===== config.mk =====
export PLATFORM = sky130hd
export DESIGN_NAME = trivium_seq
export DESIGN_NICKNAME = d
export VERILOG_FILES = /design/src/rtl/trivium_seq.sv
export SDC_FILE = /design/constraint.sdc
export NUM_CORES = 1
export LEC_CHECK = 0
export CAP_MARGIN = 10
export CORE_AREA = 2 2 139 141
export CTS_CLUSTER_DIAMETER = 60
export DETAILED_ROUTE_END_ITERATION = 8
export DIE_AREA = 0 0 141 143
export PLACE_DENSITY = 0.82
export SLEW_MARGIN = 20
export SYNTH_ARGS = -nofsm -noshare
export SYNTH_HDL_FRONTEND = slang
export SYNTH_SLANG_ARGS = --single-unit

===== constraint.sdc =====
create_clock -name clk -period 2.9 [get_ports clk]
set_input_delay 0.58 -clock clk [delete_from_list [all_inputs] [get_ports clk]]
set_output_delay 0.58 -clock clk [all_outputs]
set_load 0.01 [all_outputs]

===== src/rtl/trivium_seq.sv =====
// Trivium keystream sequencer: gathers key and IV bytes, loads the core,
// runs the warm-up rounds, then produces keystream bytes for a reader.
//
// state    | meaning
// ---------+-----------------------------------------------------------
// LOAD_KEY | accepting key bytes into core_key, LSB byte first
// LOAD_IV  | accepting IV bytes into core_iv, LSB byte first
// LOAD     | core_load pulse; core copies key/IV into its state
// INIT     | stepping the core through warm-up, output discarded
// GEN      | stepping the core 8 times, collecting z bits LSB first
// READY    | keystream byte on offer until the consumer reads it
module trivium_seq #(
    parameter int INIT_ROUNDS = 1152,
    parameter int KEY_BYTES   = 10
) (
    input  logic                   clk,
    input  logic                   rst_n,
    input  logic [7:0]             cfg_byte,
    input  logic                   cfg_valid,
    output logic                   cfg_ready,
    input  logic                   restart,
    output logic [8*KEY_BYTES-1:0] core_key,
    output logic [8*KEY_BYTES-1:0] core_iv,
    output logic                   core_load,
    output logic                   core_step,
    input  logic                   core_bit,
    output logic [7:0]             ks_byte,
    output logic                   ks_valid,
    input  logic                   ks_read,
    output logic                   busy
);

    localparam logic [3:0]  LAST_IDX   = 4'(KEY_BYTES - 1);
    localparam logic [10:0] LAST_ROUND = 11'(INIT_ROUNDS - 1);

    typedef enum logic [2:0] {
        LOAD_KEY,
        LOAD_IV,
        LOAD,
        INIT,
        GEN,
        READY
    } state_t;

    state_t      state;
    logic [3:0]  idx;
    logic [10:0] round_cnt;
    logic [2:0]  bit_cnt;

    // Sequencer FSM; every output is a register updated alongside the state
    // so core_step is already high in the cycle the core is meant to step.
    always_ff @(posedge clk or negedge rst_n) begin
        if (!rst_n) begin
            state     <= LOAD_KEY;
            idx       <= '0;
            round_cnt <= '0;
            bit_cnt   <= '0;
            core_key  <= '0;
            core_iv   <= '0;
            ks_byte   <= '0;
            ks_valid  <= 1'b0;
            core_load <= 1'b0;
            core_step <= 1'b0;
            cfg_ready <= 1'b1;
            busy      <= 1'b1;
        end else begin
            core_load <= 1'b0;
            if (restart) begin
                // Restart wins over any handshake in the same cycle.
                state     <= LOAD_KEY;
                idx       <= '0;
                ks_valid  <= 1'b0;
                core_step <= 1'b0;
                cfg_ready <= 1'b1;
                busy      <= 1'b1;
            end else begin
                case (state)
                    LOAD_KEY: begin
                        if (cfg_valid && cfg_ready) begin
                            core_key[{idx, 3'b000} +: 8] <= cfg_byte;
                            if (idx == LAST_IDX) begin
                                idx   <= '0;
                                state <= LOAD_IV;
                            end else begin
                                idx <= idx + 4'd1;
                            end
                        end
                    end
                    LOAD_IV: begin
                        if (cfg_valid && cfg_ready) begin
                            core_iv[{idx, 3'b000} +: 8] <= cfg_byte;
                            if (idx == LAST_IDX) begin
                                idx       <= '0;
                                state     <= LOAD;
                                cfg_ready <= 1'b0;
                                core_load <= 1'b1;
                            end else begin
                                idx <= idx + 4'd1;
                            end
                        end
                    end
                    LOAD: begin
                        state     <= INIT;
                        round_cnt <= '0;
                        core_step <= 1'b1;
                    end
                    INIT: begin
                        round_cnt <= round_cnt + 11'd1;
                        if (round_cnt == LAST_ROUND) begin
                            state   <= GEN;
                            bit_cnt <= '0;
                        end
                    end
                    GEN: begin
                        ks_byte[bit_cnt] <= core_bit;
                        bit_cnt          <= bit_cnt + 3'd1;
                        if (bit_cnt == 3'd7) begin
                            state     <= READY;
                            core_step <= 1'b0;
                            ks_valid  <= 1'b1;
                            busy      <= 1'b0;
                        end
                    end
                    READY: begin
                        if (ks_read) begin
                            state     <= GEN;
                            bit_cnt   <= '0;
                            core_step <= 1'b1;
                            ks_valid  <= 1'b0;
                            busy      <= 1'b1;
                        end
                    end
                    default: begin
                        state <= LOAD_KEY;
                    end
                endcase
            end
        end
    end

endmodule


==> flow_metrics.py <==
metrics = {
    "status": {
        "run_status": "finished, final reports clean",
    },
    "worst_setup_path": {
        "critPathMaxStageDelay_ps": 530,
        "critical_path_class": "register to register",
        "required_ps": 3220,
        "r2r_slack_ps": 270,
        "path_cells": "inv_1 > ha_1 > or2_2 > o31ai_1 > nand3_1 > mux2_2",
        "path_delay_family": "simple AND/OR/NAND/NOR gates",
        "startpoint": "idx[1]$_DFFE_PN0P_",
        "worstPathArrival_ps": 2940,
        "critPathBufInv": 1,
        "cp.depth": 6,
        "cp_max_fo": 11,
        "cp-start-kind": "register",
        "r2r_cells": 6,
        "cp_slowest_cell": "dfrtp_1",
        "worstReg2RegStart": "idx[1]$_DFFE_PN0P_",
        "endpoint_kind": "register",
    },
    "timing": {
        "min_period_ps": 2630,
        "worst-slew-pin-transition_ps": 875,
        "clock.fmax_mhz": 380,
        "rsz0062_at_grt": "no",
        "worst_clock_skew_ps": 10.9,
        "final_hold_viol_count": 0,
        "slew_headroom_pct": 41.4,
        "finalSetupTns_ps": 0,
        "fin_crit_sh_pct": 90.7,
        "slew_viol_final": 0,
        "setup_violations": 0,
    },
    "layout": {
        "design_area_um2": 11100,
        "n_antenna_cell": 0,
        "layout-drive-gt1-share_pct": 26.8,
        "synthToLayoutAreaGrowth_pct": 35.1,
        "fin_nets": 868,
    },
    "yosys": {
        "synth.distinct_cells": 52,
        "synth_warnings": 0,
        "synth_nets": 658,
        "synth_top_flop_cell": "dfrtp_1",
        "ys_seq_elements": 194,
        "synth-seq-area-share_pct": 59.1,
        "synth.cell_area_um2": 8220,
        "netlist_instances": 638,
        "synth-async-reset-ratio_pct": 100,
        "avgSynthCellArea_um2": 12.9,
        "synth_edf_count": 0,
    },
    "power_and_ir_drop": {
        "p_int_w": 0.00432,
        "switching_share_pct": 24.3,
        "p_leak_nw": 5.03,
        "combPwrFrac_pct": 10.4,
        "clockPowerShare_pct": 39.4,
        "powerDensity_nw_per_um2": 514,
        "sequentialPowerShare_pct": 50.2,
        "ir_worst_vdd_mv": 0.432,
        "switching_power_w": 0.00139,
    },
    "routing": {
        "drt-pass1-iter-count": 4,
        "wl_per_cell_um": 19.5,
        "route.antenna.remaining_nets": 0,
        "drc_errors": 0,
        "viasPerCell": 5.39,
        "routed_wl_um": 21400,
        "vias": 5899,
        "first_iter_violations": 354,
    },
    "hold_path": {
        "min_path_type": "input pin to async pin",
    },
    "global_route": {
        "grt_pass1_vias": 6262,
        "grtUsageMet3_pct": 7.68,
        "grt.total_usage_pct": 22.0,
        "use_met2_pct": 35.5,
        "grt_pass1_wl_um": 34100,
        "grt_max_degree": 82,
        "grt_remaining_overflow": 0,
        "antenna_found_initial": 0,
        "grt-busiest-layer": "met2",
        "grt_use_met1_pct": 27.7,
    },
    "clock_network": {
        "cts_setup_buffers": 0,
        "cts_hold_repair.buffers": 0,
        "clk_pin_slew_ps": 70,
        "ctsResizeCount": 0,
        "clk_latency_ps": 430,
        "htree_levels": 4,
        "cts_tree": "built",
        "numCtsBuffers": 17,
        "cts_sinks": 194,
        "clk_path_buf_depth": 2,
        "root_buffer": "clkbuf_16",
    },
    "floorplanning": {
        "start_util_pct": 44.2,
        "die_w_um": 141,
        "die_h_um": 143,
        "rows": 50,
        "io_pins": 187,
        "dieArea_um2": 20200,
        "coreArea_um2": 18600,
    },
    "placement": {
        "io_buffers": 186,
        "dp_hpwl_um": 14900,
        "placed_area_um2": 10500,
        "gp_congestion": 0.843,
    },
    "job": {
        "cap_violations": 0,
    },
}
worst register-to-register path: cells and delay by family (launching register included):
| family | cells | cell delay, ps |
|---|---|---|
| adder cells (fa/ha/maj) | 1 | 230 |
| flip-flops | 1 | 530 |
| multiplexers | 1 | 410 |
| AO/OA/AOI/OAI | 1 | 440 |
| AND/OR/NAND/NOR | 2 | 790 |
| buffers and inverters | 1 | 110 |
cell usage after synthesis (all sizes together) (2+ instances only):
master     n  area share [%]
nand3     19             1.2
nor2b      2            0.15
and3b      2            0.21
buf        7            0.55
nand4      4            0.30
and2      10            0.76
xnor2      2            0.21
nor3b      3            0.27
nand2b     3            0.23
or4b       3            0.37
dfrtp    192              58
inv       10            0.46
o211ai     4            0.37
nor2      19            0.87
a21oi     14            0.85
nand2     36             1.6
o31ai      3            0.27
clkbuf    27             1.2
a22o       3            0.32
or4        2            0.18
or3        2            0.15
nor4       7            0.90
a21o       2            0.18
o2bb2ai    2            0.21
and3      11            0.90
dfstp      2            0.64
nand3b     5            0.46
or2        2            0.15
mux2i      4            0.49
ha         6            0.91
nor3      14             1.2
mux2     147              20
o21ai     56             3.4
xor2       2            0.21
per-stage QoR:
step / power (W) / setup slack, ps / instances / util (%) / hold WS, ps
2_1_floorplan: 0.00315 / 194 / 638 / - / 284
3_3_place_gp: 0.00350 / 78.6 / 1063 / 56.8 / 474
3_5_place_dp: 0.00352 / 33.2 / 1063 / 56.8 / 477
4_1_cts: 0.00577 / 297 / 1095 / 59.8 / 211
5_1_grt: 0.00593 / 67.0 / 1095 / 59.8 / 234
6_report: 0.00570 / 271 / 1095 / 59.8 / 182
cell families after synthesis:
family / synth area share [%]
XOR/XNOR: 0.426
adder cells (fa/ha/maj): 0.913
flip-flops: 59.1
AO/OA/AOI/OAI: 6.59
buffers and inverters: 2.24
multiplexers: 20.6
AND/OR/NAND/NOR: 10.1
area by class of cell:
| type | count | area [um2] |
|---|---|---|
| multi-input cells | 400 | 3180 |
| well taps | 234 | 293 |
| repair buffers | 225 | 2180 |
| fillers | 1441 | 7480 |
| clock inverters | 10 | 100 |
| inverters | 10 | 37.5 |
| clock buffers | 22 | 454 |
| flip-flops and latches | 194 | 4860 |
power by group through the flow:
stage / Clock (W) / Sequential [W] / Combinational [W]
2_1_floorplan: 0 / 0.00294 / 0.000209
3_3_place_gp: 0 / 0.00291 / 0.000589
3_5_place_dp: 0 / 0.00291 / 0.000604
4_1_cts: 0.00230 / 0.00286 / 0.000607
5_1_grt: 0.00240 / 0.00288 / 0.000646
6_report: 0.00224 / 0.00286 / 0.000596
sequential cells by signal, indices dropped and copies added, names as in the netlist:
name	cells
bit_cnt	3
busy	1
cfg_ready	1
core_iv	80
core_key	80
core_load	1
core_step	1
idx	4
ks_byte	8
ks_valid	1
round_cnt	11
state	3
layout by cell type (no fill, tap or decap), types with 14 or more instances in the layout:
master / n
nand3_1: 19
mux2_2: 145
clkdlybuf4s50_1: 185
o21ai_0: 56
nand2_1: 36
clkbuf_16: 17
a21oi_1: 14
buf_4: 37
dfrtp_1: 192
nor2_1: 19
layer usage:
layer	part of all wire [%]	routed length (um)	vias to the layer above
met5	0	0	-
met2	47	10100	196
met4	2.6	554	0
met3	8.2	1760	42
met1	42	8950	2960
li1	-	-	2701
path summary, 6_finish.rpt:
check	end
min	core_key[74]$_DFFE_PN0P_
max	core_key[9]$_DFFE_PN0P_
min reg2reg	ks_byte[7]$_DFFE_PN0P_
max in group asynchronous	cfg_ready$_DFFE_PN1P_
min in group clk	ks_byte[7]$_DFFE_PN0P_
max reg2reg	core_key[9]$_DFFE_PN0P_
(Power assumes the default switching activity.)
